$ cat src/rtl/pong_neopix_pkg.sv
`default_nettype none
// +----------------------------------------------------------------------+
// | Package     : pong_neopix_pkg                                        |
// | Description : Shared types and constants for the Pong strip frame    |
// |               sequencer and its pixel colour generator.              |
// |   NUM_PIX      strip length (index is 5 bits, so at most 32)         |
// |   PADDLE_W     paddle length in pixels                               |
// |   BALL_LVL     per-channel ball intensity (white)                    |
// |   PAD_LVL      paddle intensity (red left, blue right)               |
// |   BUSY_TIMEOUT cycles after go within which ctrl_ready must fall     |
// | Revision    : 1.0 - initial release                                  |
// +----------------------------------------------------------------------+
package pong_neopix_pkg;

  localparam int         NUM_PIX      = 32;
  localparam int         PADDLE_W     = 4;
  localparam logic [7:0] BALL_LVL     = 8'd16;
  localparam logic [7:0] PAD_LVL      = 8'd16;
  localparam int         BUSY_TIMEOUT = 16;

  typedef enum logic [2:0] {
    ST_IDLE      = 3'd0,
    ST_LOAD      = 3'd1,
    ST_GO        = 3'd2,
    ST_WAIT_BUSY = 3'd3,
    ST_WAIT_DONE = 3'd4
  } state_t;

  typedef struct packed {
    logic [7:0] red;
    logic [7:0] green;
    logic [7:0] blue;
  } rgb_t;

  // A position at or beyond the strip end lights nothing.
  function automatic logic on_strip(input logic [4:0] pos);
    return {1'b0, pos} < 6'(NUM_PIX);
  endfunction

  // Paddle span test done in 6 bits so a paddle near the end clips at the
  // last pixel instead of wrapping round to index 0.
  function automatic logic in_span(input logic [4:0] idx, input logic [4:0] start);
    logic [5:0] w_lo;
    logic [5:0] w_hi;
    logic [5:0] w_i;
    w_lo = {1'b0, start};
    w_hi = w_lo + 6'(PADDLE_W - 1);
    w_i  = {1'b0, idx};
    return on_strip(start) && (w_i >= w_lo) && (w_i <= w_hi);
  endfunction

endpackage
`default_nettype wire

$ cat src/rtl/pixel_color_gen.sv
`default_nettype none
// +----------------------------------------------------------------------+
// | Module      : pixel_color_gen                                        |
// | Description : Combinational colour of one strip pixel from the      |
// |               position snapshot. Priority: ball > left paddle >      |
// |               right paddle > background (dark).                      |
// |   idx    in  5   pixel index                                         |
// |   ball   in  5   ball pixel index                                    |
// |   pad_l  in  5   left paddle start index                             |
// |   pad_r  in  5   right paddle start index                            |
// |   color  out rgb colour for idx                                      |
// | Revision    : 1.0 - initial release                                  |
// +----------------------------------------------------------------------+
module pixel_color_gen
  import pong_neopix_pkg::*;
(
  input  logic [4:0] idx,
  input  logic [4:0] ball,
  input  logic [4:0] pad_l,
  input  logic [4:0] pad_r,
  output rgb_t       color
);

  logic w_ball_hit;
  logic w_left_hit;
  logic w_right_hit;

  assign w_ball_hit  = on_strip(ball) && (idx == ball);
  assign w_left_hit  = in_span(idx, pad_l);
  assign w_right_hit = in_span(idx, pad_r);

  always_comb begin
    color = '0;
    if (w_ball_hit) begin
      color.red   = BALL_LVL;
      color.green = BALL_LVL;
      color.blue  = BALL_LVL;
    end else if (w_left_hit) begin
      color.red = PAD_LVL;
    end else if (w_right_hit) begin
      color.blue = PAD_LVL;
    end
  end

endmodule
`default_nettype wire

$ cat src/rtl/pong_strip_scheduler.sv
`default_nettype none
// +----------------------------------------------------------------------+
// | Module      : pong_strip_scheduler                                   |
// | Description : Frame sequencer and sole master of the Neopixel        |
// |               controller load/go interface. On a frame request it    |
// |               snapshots ball/paddle positions, loads all pixels in   |
// |               index order, issues one go and waits for completion.   |
// |   CLOCK_50    in   system clock (rising edge)                        |
// |   reset_n     in   asynchronous active-low reset                     |
// |   enable      in   allows new frames to start                        |
// |   frame_tick  in   one-cycle frame request                           |
// |   ball_pos, pad_l_pos, pad_r_pos  in  5  positions                   |
// |   clear_err   in   clears sticky flags                               |
// |   ctrl_ready  in   controller ready                                  |
// |   pix_red/green/blue out 8, pix_index out 5, pix_load, pix_go out    |
// |   busy, frame_done, overrun, timeout_err  out  status                |
// | Revision    : 1.0 - initial release                                  |
// +----------------------------------------------------------------------+
module pong_strip_scheduler
  import pong_neopix_pkg::*;
(
  input  logic       CLOCK_50,
  input  logic       reset_n,
  input  logic       enable,
  input  logic       frame_tick,
  input  logic [4:0] ball_pos,
  input  logic [4:0] pad_l_pos,
  input  logic [4:0] pad_r_pos,
  input  logic       clear_err,
  input  logic       ctrl_ready,
  output logic [7:0] pix_red,
  output logic [7:0] pix_green,
  output logic [7:0] pix_blue,
  output logic [4:0] pix_index,
  output logic       pix_load,
  output logic       pix_go,
  output logic       busy,
  output logic       frame_done,
  output logic       overrun,
  output logic       timeout_err
);

  state_t     r_state;
  logic [4:0] r_idx;
  logic [4:0] r_ball;
  logic [4:0] r_pad_l;
  logic [4:0] r_pad_r;
  logic [4:0] r_cnt;
  logic       r_load;
  logic       r_go;
  logic       r_busy;
  logic       r_done;
  logic       r_overrun;
  logic       r_timeout;
  rgb_t       r_color;

  logic [4:0] w_gen_idx;
  logic [4:0] w_gen_ball;
  logic [4:0] w_gen_pl;
  logic [4:0] w_gen_pr;
  rgb_t       w_gen_color;
  logic       w_start;
  logic       w_last;

  assign w_start = (r_state == ST_IDLE) && frame_tick && enable && ctrl_ready;
  assign w_last  = (r_idx == 5'(NUM_PIX - 1));

  // The colour register always holds the colour of the pixel being
  // presented, so the generator looks one index ahead. When a frame starts
  // the snapshot is not yet registered, hence the live positions are used
  // to produce pixel 0.
  always_comb begin
    w_gen_idx  = r_idx + 5'd1;
    w_gen_ball = r_ball;
    w_gen_pl   = r_pad_l;
    w_gen_pr   = r_pad_r;
    if (r_state == ST_IDLE) begin
      w_gen_idx  = 5'd0;
      w_gen_ball = ball_pos;
      w_gen_pl   = pad_l_pos;
      w_gen_pr   = pad_r_pos;
    end
  end

  pixel_color_gen u_color (
    .idx   (w_gen_idx),
    .ball  (w_gen_ball),
    .pad_l (w_gen_pl),
    .pad_r (w_gen_pr),
    .color (w_gen_color)
  );

  always_ff @(posedge CLOCK_50 or negedge reset_n) begin
    if (!reset_n) begin
      r_state   <= ST_IDLE;
      r_idx     <= '0;
      r_ball    <= '0;
      r_pad_l   <= '0;
      r_pad_r   <= '0;
      r_cnt     <= '0;
      r_load    <= 1'b0;
      r_go      <= 1'b0;
      r_busy    <= 1'b0;
      r_done    <= 1'b0;
      r_overrun <= 1'b0;
      r_timeout <= 1'b0;
      r_color   <= '0;
    end else begin
      r_go   <= 1'b0;
      r_done <= 1'b0;

      // Sticky flags: a set in the same cycle as clear_err wins.
      if (frame_tick && (r_state != ST_IDLE)) begin
        r_overrun <= 1'b1;
      end else if (clear_err) begin
        r_overrun <= 1'b0;
      end
      if (clear_err) begin
        r_timeout <= 1'b0;
      end

      case (r_state)
        ST_IDLE: begin
          if (w_start) begin
            r_ball  <= ball_pos;
            r_pad_l <= pad_l_pos;
            r_pad_r <= pad_r_pos;
            r_idx   <= '0;
            r_color <= w_gen_color;
            r_load  <= 1'b1;
            r_busy  <= 1'b1;
            r_state <= ST_LOAD;
          end
        end
        ST_LOAD: begin
          // Without ctrl_ready everything holds: a stall, not a drop.
          if (ctrl_ready) begin
            if (w_last) begin
              r_load  <= 1'b0;
              r_go    <= 1'b1;
              r_cnt   <= '0;
              r_state <= ST_GO;
            end else begin
              r_idx   <= r_idx + 5'd1;
              r_color <= w_gen_color;
            end
          end
        end
        ST_GO: begin
          // r_cnt counts cycles since go was presented.
          r_cnt   <= r_cnt + 5'd1;
          r_state <= ST_WAIT_BUSY;
        end
        ST_WAIT_BUSY: begin
          if (!ctrl_ready) begin
            r_state <= ST_WAIT_DONE;
          end else if (r_cnt == 5'(BUSY_TIMEOUT - 1)) begin
            r_timeout <= 1'b1;
            r_busy    <= 1'b0;
            r_state   <= ST_IDLE;
          end else begin
            r_cnt <= r_cnt + 5'd1;
          end
        end
        ST_WAIT_DONE: begin
          if (ctrl_ready) begin
            r_done  <= 1'b1;
            r_busy  <= 1'b0;
            r_state <= ST_IDLE;
          end
        end
        default: begin
          r_load  <= 1'b0;
          r_busy  <= 1'b0;
          r_state <= ST_IDLE;
        end
      endcase
    end
  end

  assign pix_red     = r_color.red;
  assign pix_green   = r_color.green;
  assign pix_blue    = r_color.blue;
  assign pix_index   = r_idx;
  assign pix_load    = r_load;
  assign pix_go      = r_go;
  assign busy        = r_busy;
  assign frame_done  = r_done;
  assign overrun     = r_overrun;
  assign timeout_err = r_timeout;

endmodule
`default_nettype wire

$ cat config.mk
export PLATFORM = sky130hd
export DESIGN_NAME = pong_strip_scheduler
export DESIGN_NICKNAME = d
export VERILOG_FILES = /design/src/rtl/pong_neopix_pkg.sv /design/src/rtl/pixel_color_gen.sv /design/src/rtl/pong_strip_scheduler.sv
export SDC_FILE = /design/constraint.sdc
export NUM_CORES = 1
export LEC_CHECK = 0
export CAP_MARGIN = 20
export CORE_ASPECT_RATIO = 1.75
export CORE_MARGIN = 2
export CORE_UTILIZATION = 55
export CTS_CLUSTER_SIZE = 12
export DETAILED_ROUTE_END_ITERATION = 7
export GPL_TIMING_DRIVEN = 0
export PLACE_DENSITY_LB_ADDON = 0.3
export SKIP_CTS_REPAIR_TIMING = 1
export SYNTH_ARGS = -nofsm -noshare
export SYNTH_HDL_FRONTEND = slang
export SYNTH_HIERARCHICAL = 1
export SYNTH_SLANG_ARGS = --single-unit
$ cat constraint.sdc
create_clock -name CLOCK_50 -period 4.2 [get_ports CLOCK_50]
set_clock_uncertainty 0.2 [all_clocks]
set_input_delay 0.84 -clock CLOCK_50 [delete_from_list [all_inputs] [get_ports CLOCK_50]]
set_output_delay 0.84 -clock CLOCK_50 [all_outputs]
set_load 0.01 [all_outputs]
# [Yosys cells after proc, flatten, opt, wreduce, memory -nomap -nowiden]
# Index checks and enable logic that the tools add are counted.
[word_totals] elab_cells=109 out_inout_bits=35 regBits=58
[classes] n_lt_le_gt_ge=4 bitwise=2 muxes=49 addsub=4 n_reduce_logical=19 eq_ne=16
[ops] cell="5-bit 2-to-1 mux" count=15
[ops] cell="24-bit 2-to-1 mux" count=3
[ops] cell="24-bit one-hot mux with 2 select lines" count=1
[ops] cell="3-bit 2-to-1 mux" count=6
[ops] cell="1-bit 2-to-1 mux" count=17
[ops] cell="8-bit 2-to-1 mux" count=2
[ops] cell="2-bit != test (second input constant)" count=8
[ops] cell="3-bit one-hot mux with 5 select lines" count=1
[ops] cell="5-bit one-hot mux with 3 select lines" count=1
[ops] cell="5-bit AND reduction" count=3
[ops] cell="5-bit by 2-bit adder with 6-bit output (second input constant)" count=2
[ops] cell="5-bit by 6-bit less-or-equal comparator with 1-bit output" count=2
[ops] cell="5-bit by 1-bit adder with 5-bit output (second input constant)" count=2
[ops] cell="5-bit greater-or-equal comparator" count=2
[ops] cell="5-bit one-hot mux with 2 select lines" count=1
[ops] cell="4-bit AND reduction" count=2
[ops] cell="3-bit by 2-bit equality test with 1-bit output (second input constant)" count=2
[ops] cell="1-bit logical AND" count=6
[ops] cell="3-bit nonzero test" count=2
[ops] cell="5-bit by 4-bit equality test with 1-bit output (second input constant)" count=1
[ops] cell="5-bit equality test" count=1
[ops] cell="5-bit equality test (second input constant)" count=1
[ops] cell="1-bit one-hot mux with 4 select lines" count=1
[ops] cell="2-bit nonzero test" count=2
[ops] cell="9 further kinds" count=10

# [Logic depth before layout (Yosys ltp)]
# Gate-level depths: netlist of run 1.
[logic_depth] ltp_word=11 mapped_depth=15

# [Cells and area by module]
# The synthesis of run 1 kept the hierarchy.
[by_module_without_submodules] module="pong_strip_scheduler" instances=1 area_each_um2=2783.9 cells_each=214
[by_module_without_submodules] module="pixel_color_gen" instances=1 area_each_um2=789.5 cells_each=104

# [Worst setup path before layout of run 1]
# Ideal clock, no wire load.
[synth_path] path_type="reg2reg" from="register r_state[0]" to="register r_color (netlist bit pix_red[4])" path_slack_ns=0.862 setup_time_ns=0.125 period_less_slack_ns=3.338 arrival_time_ns=3.013 required_ns=3.875 path_stages_with_launch=16 path_buffers=2 cell_sequence="dfrtp_1 buf_4 nor3_1 buf_2 mux2_2 inv_1 ha_1 nor3_1 xnor2_1 ha_1 nand2_1 a21oi_1 a211oi_1 o22a_1 or2_1 mux2_4"
[synth_rtl] element="from (decl)" line_no="pong_strip_scheduler.sv:43" text="state_t r_state;"
[synth_rtl] element="from (signal assigned)" line_no="pong_strip_scheduler.sv:95" text="r_state <= ST_IDLE;"
[synth_rtl] element="from (signal assigned)" line_no="pong_strip_scheduler.sv:132" text="r_state <= ST_LOAD;"
[synth_rtl] element="from (signal assigned)" line_no="pong_strip_scheduler.sv:142" text="r_state <= ST_GO;"
[synth_rtl] element="to (signal assigned)" line_no="pong_strip_scheduler.sv:129" text="r_color <= w_gen_color;"
[synth_rtl] element="to (signal assigned)" line_no="pong_strip_scheduler.sv:145" text="r_color <= w_gen_color;"
[synth_rtl] element="to (decl)" line_no="pong_strip_scheduler.sv:55" text="rgb_t r_color;"

==> results.toml, run 1 <==
[grt]
grt_pass1_vias = 2621
grt_max_degree = 38
grt_pass1_wl_um = 11800
overflow = 0
grtUsageTotal_pct = 21.2
antenna_found_initial = 0

[synthesis]
synthFlopType = "dfrtp_1"
async_reset_ff_share_pct = 100
synth_area_um2 = 3570
synth_cell_types = 45
ys_warn_count = 6
ys_ff_latch = 58
synth_edf_count = 0
synth_area_leader_cell = "dfrtp_1"
ys_seq_area_share_pct = 40.6
avgSynthCellArea_um2 = 11.2
yosysTopAreaCellShare_pct = 40.6
synth_area_leaders = "dfrtp_1, mux2_2, mux2_4"
syn_inst = 318

[cts]
clk_latency_ps = 340
numCtsBuffers = 9
path_clk_slew_ps = 60
cts_tree = "built"
htree_levels = 3
clockRootBuffer = "clkbuf_8"
cts_sinks = 58
cts_max_path_buffers = 2

[cells_and_area]
utilization_pct = 71.7
multi_input_area_um2 = 1880
final_cells = 488
antennaDiodeCount = 0
seq_area_um2 = 1450
fin_area_um2 = 4470
fill_cells = 497
fin_nets = 452
drive_gt1_share_pct = 24.5
area_growth_pct = 25.0

[detailed_routing]
ant_nets = 0
vias = 2515
first_pass_iters = 4
drtIter0Drc = 119
drc_errors = 0
wl_um = 6840
drt-wirelength-per-cell_um = 14.0
vias_per_cell = 5.15

[status]
outcome = "completed"

[timing]
fin_ws_ps = 395
fin_setup_tns_ps = 0
tightest_slew_ps = 593
drv_slew = 0
rsz0062_at_grt = "false"
finalHoldViolations = 0
min_period_ps = 3800
setup_viol = 0
whs_ps = 268
period_share_pct = 90.6
relSlewSlack_pct = 60.4
fmax_mhz = 263

[worst_setup_path]
path_class = "reg -> reg"
worst_ep_arrival_time_ps = 3830
cp-startpoint = "r_state[0]$_DFFE_PN0P_"
r2r_start = "r_state[0]$_DFFE_PN0P_"
crit_chain = "buf_4, nor3_1, buf_2, mux2_2, inv_1, ha_1, xor2_1, ha_1, a21oi_1, a21oi_1, a211oi_1, o22a_1, o21ai_1, mux2_4"
r2r_slack_ps = 400
reg2reg_depth = 14
startpoint_type = "register"
r2r-end = "pix_blue[4]$_DFFE_PN0P_"
worst-path-max-fanout = 10
crit_slowest_cell = "dfrtp_1"
critPathRequiredTime_ps = 4230
max_stage_delay_ps = 440
cp-endpoint = "pix_blue[4]$_DFFE_PN0P_"
critPathCaptureType = "register"

[placed_design]
dpl.hpwl_um = 5320
dp_cells = 474
place_ws_ps = 403
routabilityCongestion = 0.934
place.port_buffers = 55
dpl_cell_area_um2 = 4310

[power_and_ir_drop]
ir_worst_vdd_uv = 314
p_per_area_nw_per_um2 = 472
power_mw = 2.11
p_leak_nw = 2.15

[floorplan]
ioPinCount = 56
die_h_um = 111
rows = 38
die_area_um2 = 7180
start_util_pct = 57.4
coreArea_um2 = 6230
die_w_um = 64.9

[hold_path]
hp-class = "in -> async"

[job]
maxCapViolCount = 0
-- cells in the mapped netlist (3+ instances only) --
cell	instances
a21oi_1	13
buf_4	25
nand3_1	6
nand2b_1	4
nor2_1	10
mux2_2	32
dfrtp_1	58
nor2b_1	5
inv_1	22
xnor2_1	6
buf_2	3
nand3b_1	4
mux2_4	23
ha_1	26
o21ai_0	16
xor2_1	6
nor3_1	5
o22ai_1	4
nand2_1	13
and3_1	4
o2111ai_1	3
-- logic make-up after synthesis --
family	count (synthesis)	synth area share, %
adders and majority gates	26	9.10
other	1	0.105
buffers and inverters	54	8.82
AOI/OAI and AO/OA	51	8.89
and+or+nand+nor	59	9.21
xor gates and xnor gates	12	2.94
DFF	58	40.6
muxes	57	20.3
-- sequential cells by signal, summed over array words and instances (netlist names), 3 cells and up --
register,flops
pix_index,5
pix_red,8
r_ball,5
pix_green,8
r_state,3
r_pad_l,5
r_pad_r,5
pix_blue,8
r_cnt,5
-- critical path, delay by kind of cell (launching register included) --
| family | cells | cell delay [ps] |
|---|---|---|
| simple gates | 1 | 360 |
| xor+xnor | 1 | 180 |
| fa+ha+maj | 2 | 480 |
| mux | 2 | 670 |
| compound gates | 5 | 750 |
| buf+inv | 3 | 600 |
| flops | 1 | 440 |
-- layout make-up --
type / count / area share [%]
inverter: 22 / 1.85
buffer: 32 / 5.21
timing repair buffer: 56 / 12.7
clock buffer: 14 / 3.42
multi-input combinational: 226 / 42.1
tap: 80 / 2.24
sequential: 58 / 32.5
-- metal layers --
layer / vias to the layer above / routed length [um] / track usage [%]
met3: 9 / 252 / 5.30
li1: 1249 / - / -
met5: - / 0 / 0
met4: 0 / 104 / 8.37
met2: 53 / 3700 / 38.2
met1: 1204 / 2780 / 23.0
-- worst min path at each step --
stage,cells past startpoint,end,slack (ps),from
floorplan,1,r_ball[0]$_DFFE_PN0P_,280,r_ball[0]$_DFFE_PN0P_
global placement,1,r_pad_l[0]$_DFFE_PN0P_,280,r_pad_l[0]$_DFFE_PN0P_
detailed placement,1,r_pad_l[3]$_DFFE_PN0P_,290,r_pad_l[3]$_DFFE_PN0P_
CTS,1,pix_index[2]$_DFFE_PN0P_,280,reset_n
global route,1,pix_index[2]$_DFFE_PN0P_,310,reset_n
finish,1,pix_index[2]$_DFFE_PN0P_,270,reset_n
-- where the power goes --
part,switching (mW),leakage [nW],internal (mW)
registers,0.0678,0.719,0.655
clock network,0.202,0.0766,0.224
logic,0.446,1.35,0.514
total,0.716,2.15,1.39
-- placed cells by master (no fill, tap or decap), types with 10 or more instances in the layout --
| cell type | Yosys | layout |
|---|---|---|
| clkbuf_8 | 0 | 10 |
| ha_1 | 26 | 26 |
| mux2_4 | 23 | 23 |
| dfrtp_1 | 58 | 58 |
| nor2_1 | 10 | 10 |
| mux2_2 | 32 | 32 |
| clkdlybuf4s50_1 | 0 | 54 |
| conb_1 | 1 | 21 |
| buf_4 | 25 | 25 |
| o21ai_0 | 16 | 16 |
| a21oi_1 | 13 | 13 |
| nand2_1 | 13 | 13 |
| inv_1 | 22 | 22 |
No activity file was read; power rests on OpenSTA's default activity.
==> run 2, diff against run 1 <==
- ABC_CLOCK_PERIOD_IN_PS: unset -> 4200
==> results of run 2 <==
Final layout, timing and power as in run 1 (identical DEF).
==> run 3, diff against run 2 <==
- CORE_UTILIZATION: 55 -> 51
- SETUP_SLACK_MARGIN: unset -> 0.05
- SYNTH_HIERARCHICAL: 1 -> unset
==> run 3 against run 2 <==
Net effect: worst hold slack gained 41 ps; flip-flop and latch count shrank 21; largest cell class unchanged; die area shrank 22%; clock-buffer cell count shrank 7.
==> results.toml, run 3 <==
[timing]
fmax_mhz = 267
setup_viol = 0
tightest_slew_ps = 840
fin_ws_ps = 461
relSlewSlack_pct = 44.0
fin_setup_tns_ps = 0
drv_slew = 0
period_share_pct = 89.0
rsz0062_at_grt = "false"
min_period_ps = 3740
finalHoldViolations = 0

[detailed_routing]
drtIter0Drc = 50
vias = 2098
drc_errors = 0
vias_per_cell = 5.45
wl_um = 5590
drt-wirelength-per-cell_um = 14.5
first_pass_iters = 4
ant_nets = 0

[cells_and_area]
final_cell_mix = "dfrtp_1, clkdlybuf4s50_1, nor2_1"
area_growth_pct = 22.2
multi_input_area_um2 = 1490
final_cells = 385
final_common_cell = "dfrtp_1"
fin_area_um2 = 3140
antennaDiodeCount = 0
fill_cells = 427
fin_nets = 374
seq_area_um2 = 926
drive_gt1_share_pct = 16.0

[power_and_ir_drop]
p_leak_nw = 1.52
p_sw_uw = 771
p_per_area_nw_per_um2 = 598
internal_power_mw = 1.11
seqPwrFrac_pct = 29.5
ir_worst_vdd_uv = 451
p_clk_share_pct = 13.3
swShare_pct = 41.1
combPwrFrac_pct = 57.1

[synthesis]
synthFlopType = "dfrtp_1"
synth_area_um2 = 2570
async_reset_ff_share_pct = 100
synth_area_leader_cell = "dfrtp_1"
synth_area_leaders = "dfrtp_1, ha_1, mux2_2"
ys_seq_area_share_pct = 36.1
synth-compound-area-share_pct = 11.2
yosys.area_share.adder_pct = 10.7
synth_top_family_by_area = "simple AND/OR/NAND/NOR gates"
synth_cell_types = 40
synth_edf_count = 0
ys_warn_count = 0
yosysMostFrequentCell = "dfrtp_1"
synth-simple-area-share_pct = 15.6
ys_ff_latch = 37
syn_inst = 270
synth-xor-area-share_pct = 5.46
synth.area.mux_share_pct = 11.6
synth_common_cells = "dfrtp_1, nor2_1, ha_1"
yosysTopAreaCellShare_pct = 36.1
avgSynthCellArea_um2 = 9.50

[placed_design]
routabilityCongestion = 0.833
dpl_cell_area_um2 = 3040
dpl.hpwl_um = 4280
place_ws_ps = 184
dp_cells = 378
place.port_buffers = 34

[cts]
htree_levels = 2
path_clk_slew_ps = 70
cts_max_path_buffers = 2
clk_latency_ps = 290
clockRootBuffer = "clkbuf_8"
cts_sinks = 37
cts_tree = "built"
numCtsBuffers = 5

[floorplan]
coreArea_um2 = 4890
ioPinCount = 56
die_h_um = 97.8
rows = 34
die_w_um = 57.6
start_util_pct = 52.5
die_area_um2 = 5640

[worst_setup_path]
worst_ep_arrival_time_ps = 3750
startpoint_type = "register"
path_class = "reg -> reg"
critPathCaptureType = "register"
worst-path-max-fanout = 10
critPathRequiredTime_ps = 4210

[grt]
grt_max_degree = 38
grt_pass1_wl_um = 9500
overflow = 0
grt_pass1_vias = 2160
antenna_found_initial = 0
grtUsageTotal_pct = 21.3

[hold_path]
hp-class = "reg -> reg"

[status]
outcome = "completed"

[job]
maxCapViolCount = 0
==> run 3: layout make-up <==
type	count	share of cell area, %
tap	54	2.15
timing repair buffer	34	10.7
clock buffer	7	2.75
inverter	9	1.08
sequential	37	29.5
buffer	28	6.42
multi-input combinational	216	47.4
==> run 3: kinds of logic (layout without fill, tap and decap cells) <==
group / count (synthesis) / after routing
flops: 37 / 37
fa+ha+maj: 22 / 22
simple gates: 84 / 84
buf+inv: 37 / 78
xor+xnor: 16 / 16
compound gates: 46 / 46
mux: 27 / 27
other cells: 1 / 21
==> run 3: worst paths after layout <==
kind                            depth (start not counted)  slack [ps]                    from                       end
worst max register to register                         12         460  r_state[0]$_DFFE_PN0P_   pix_blue[4]$_DFFE_PN0P_
worst min register to register                          1         310  r_pad_l[0]$_DFFE_PN0P_    r_pad_l[0]$_DFFE_PN0P_
worst min-delay path                                    1         310  r_pad_l[0]$_DFFE_PN0P_    r_pad_l[0]$_DFFE_PN0P_
max in group asynchronous                               1        2810                 reset_n          pix_go$_DFF_PN0_
worst max-delay path                                   12         460  r_state[0]$_DFFE_PN0P_   pix_blue[4]$_DFFE_PN0P_
min in group asynchronous                               1         460                 reset_n  pix_index[2]$_DFFE_PN0P_
==> run 3: worst max-delay path, stage by stage (launching register included) <==
cell	delay (ps)
dfrtp_1	380
buf_6	140
nor3_4	490
mux2i_1	610
a21o_1	240
nand2_1	80
ha_1	320
nand2_1	60
o21ai_0	170
a31oi_1	110
o311ai_1	490
nand4_1	210
a21oi_1	180
==> run 3: stage by stage <==
| stage | utilization, % | hold WS, ps | total power, mW |
|---|---|---|---|
| floorplan | - | 280 | 1.33 |
| global placement | 62.3 | 282 | 1.59 |
| detailed placement | 62.2 | 300 | 1.63 |
| CTS | 64.0 | 316 | 1.88 |
| global route | 64.1 | 333 | 2.04 |
| finish | 64.1 | 309 | 1.88 |
==> run 3: metal layers <==
metal	vias up	wire, um	GRT usage, %
li1	1029	-	-
met1	1005	2160	23.7
met2	54	3120	38.8
met3	10	209	3.18
met4	0	103	8.77
met5	-	0	0
==> run 3: power groups by stage <==
stage	sequential (mW)	clock, mW	combinational (mW)
after floorplan	0.553	0	0.777
final	0.554	0.250	1.07
after global placement	0.556	0	1.03
after detailed placement	0.560	0	1.07
after CTS	0.553	0.261	1.07
after global routing	0.568	0.273	1.20
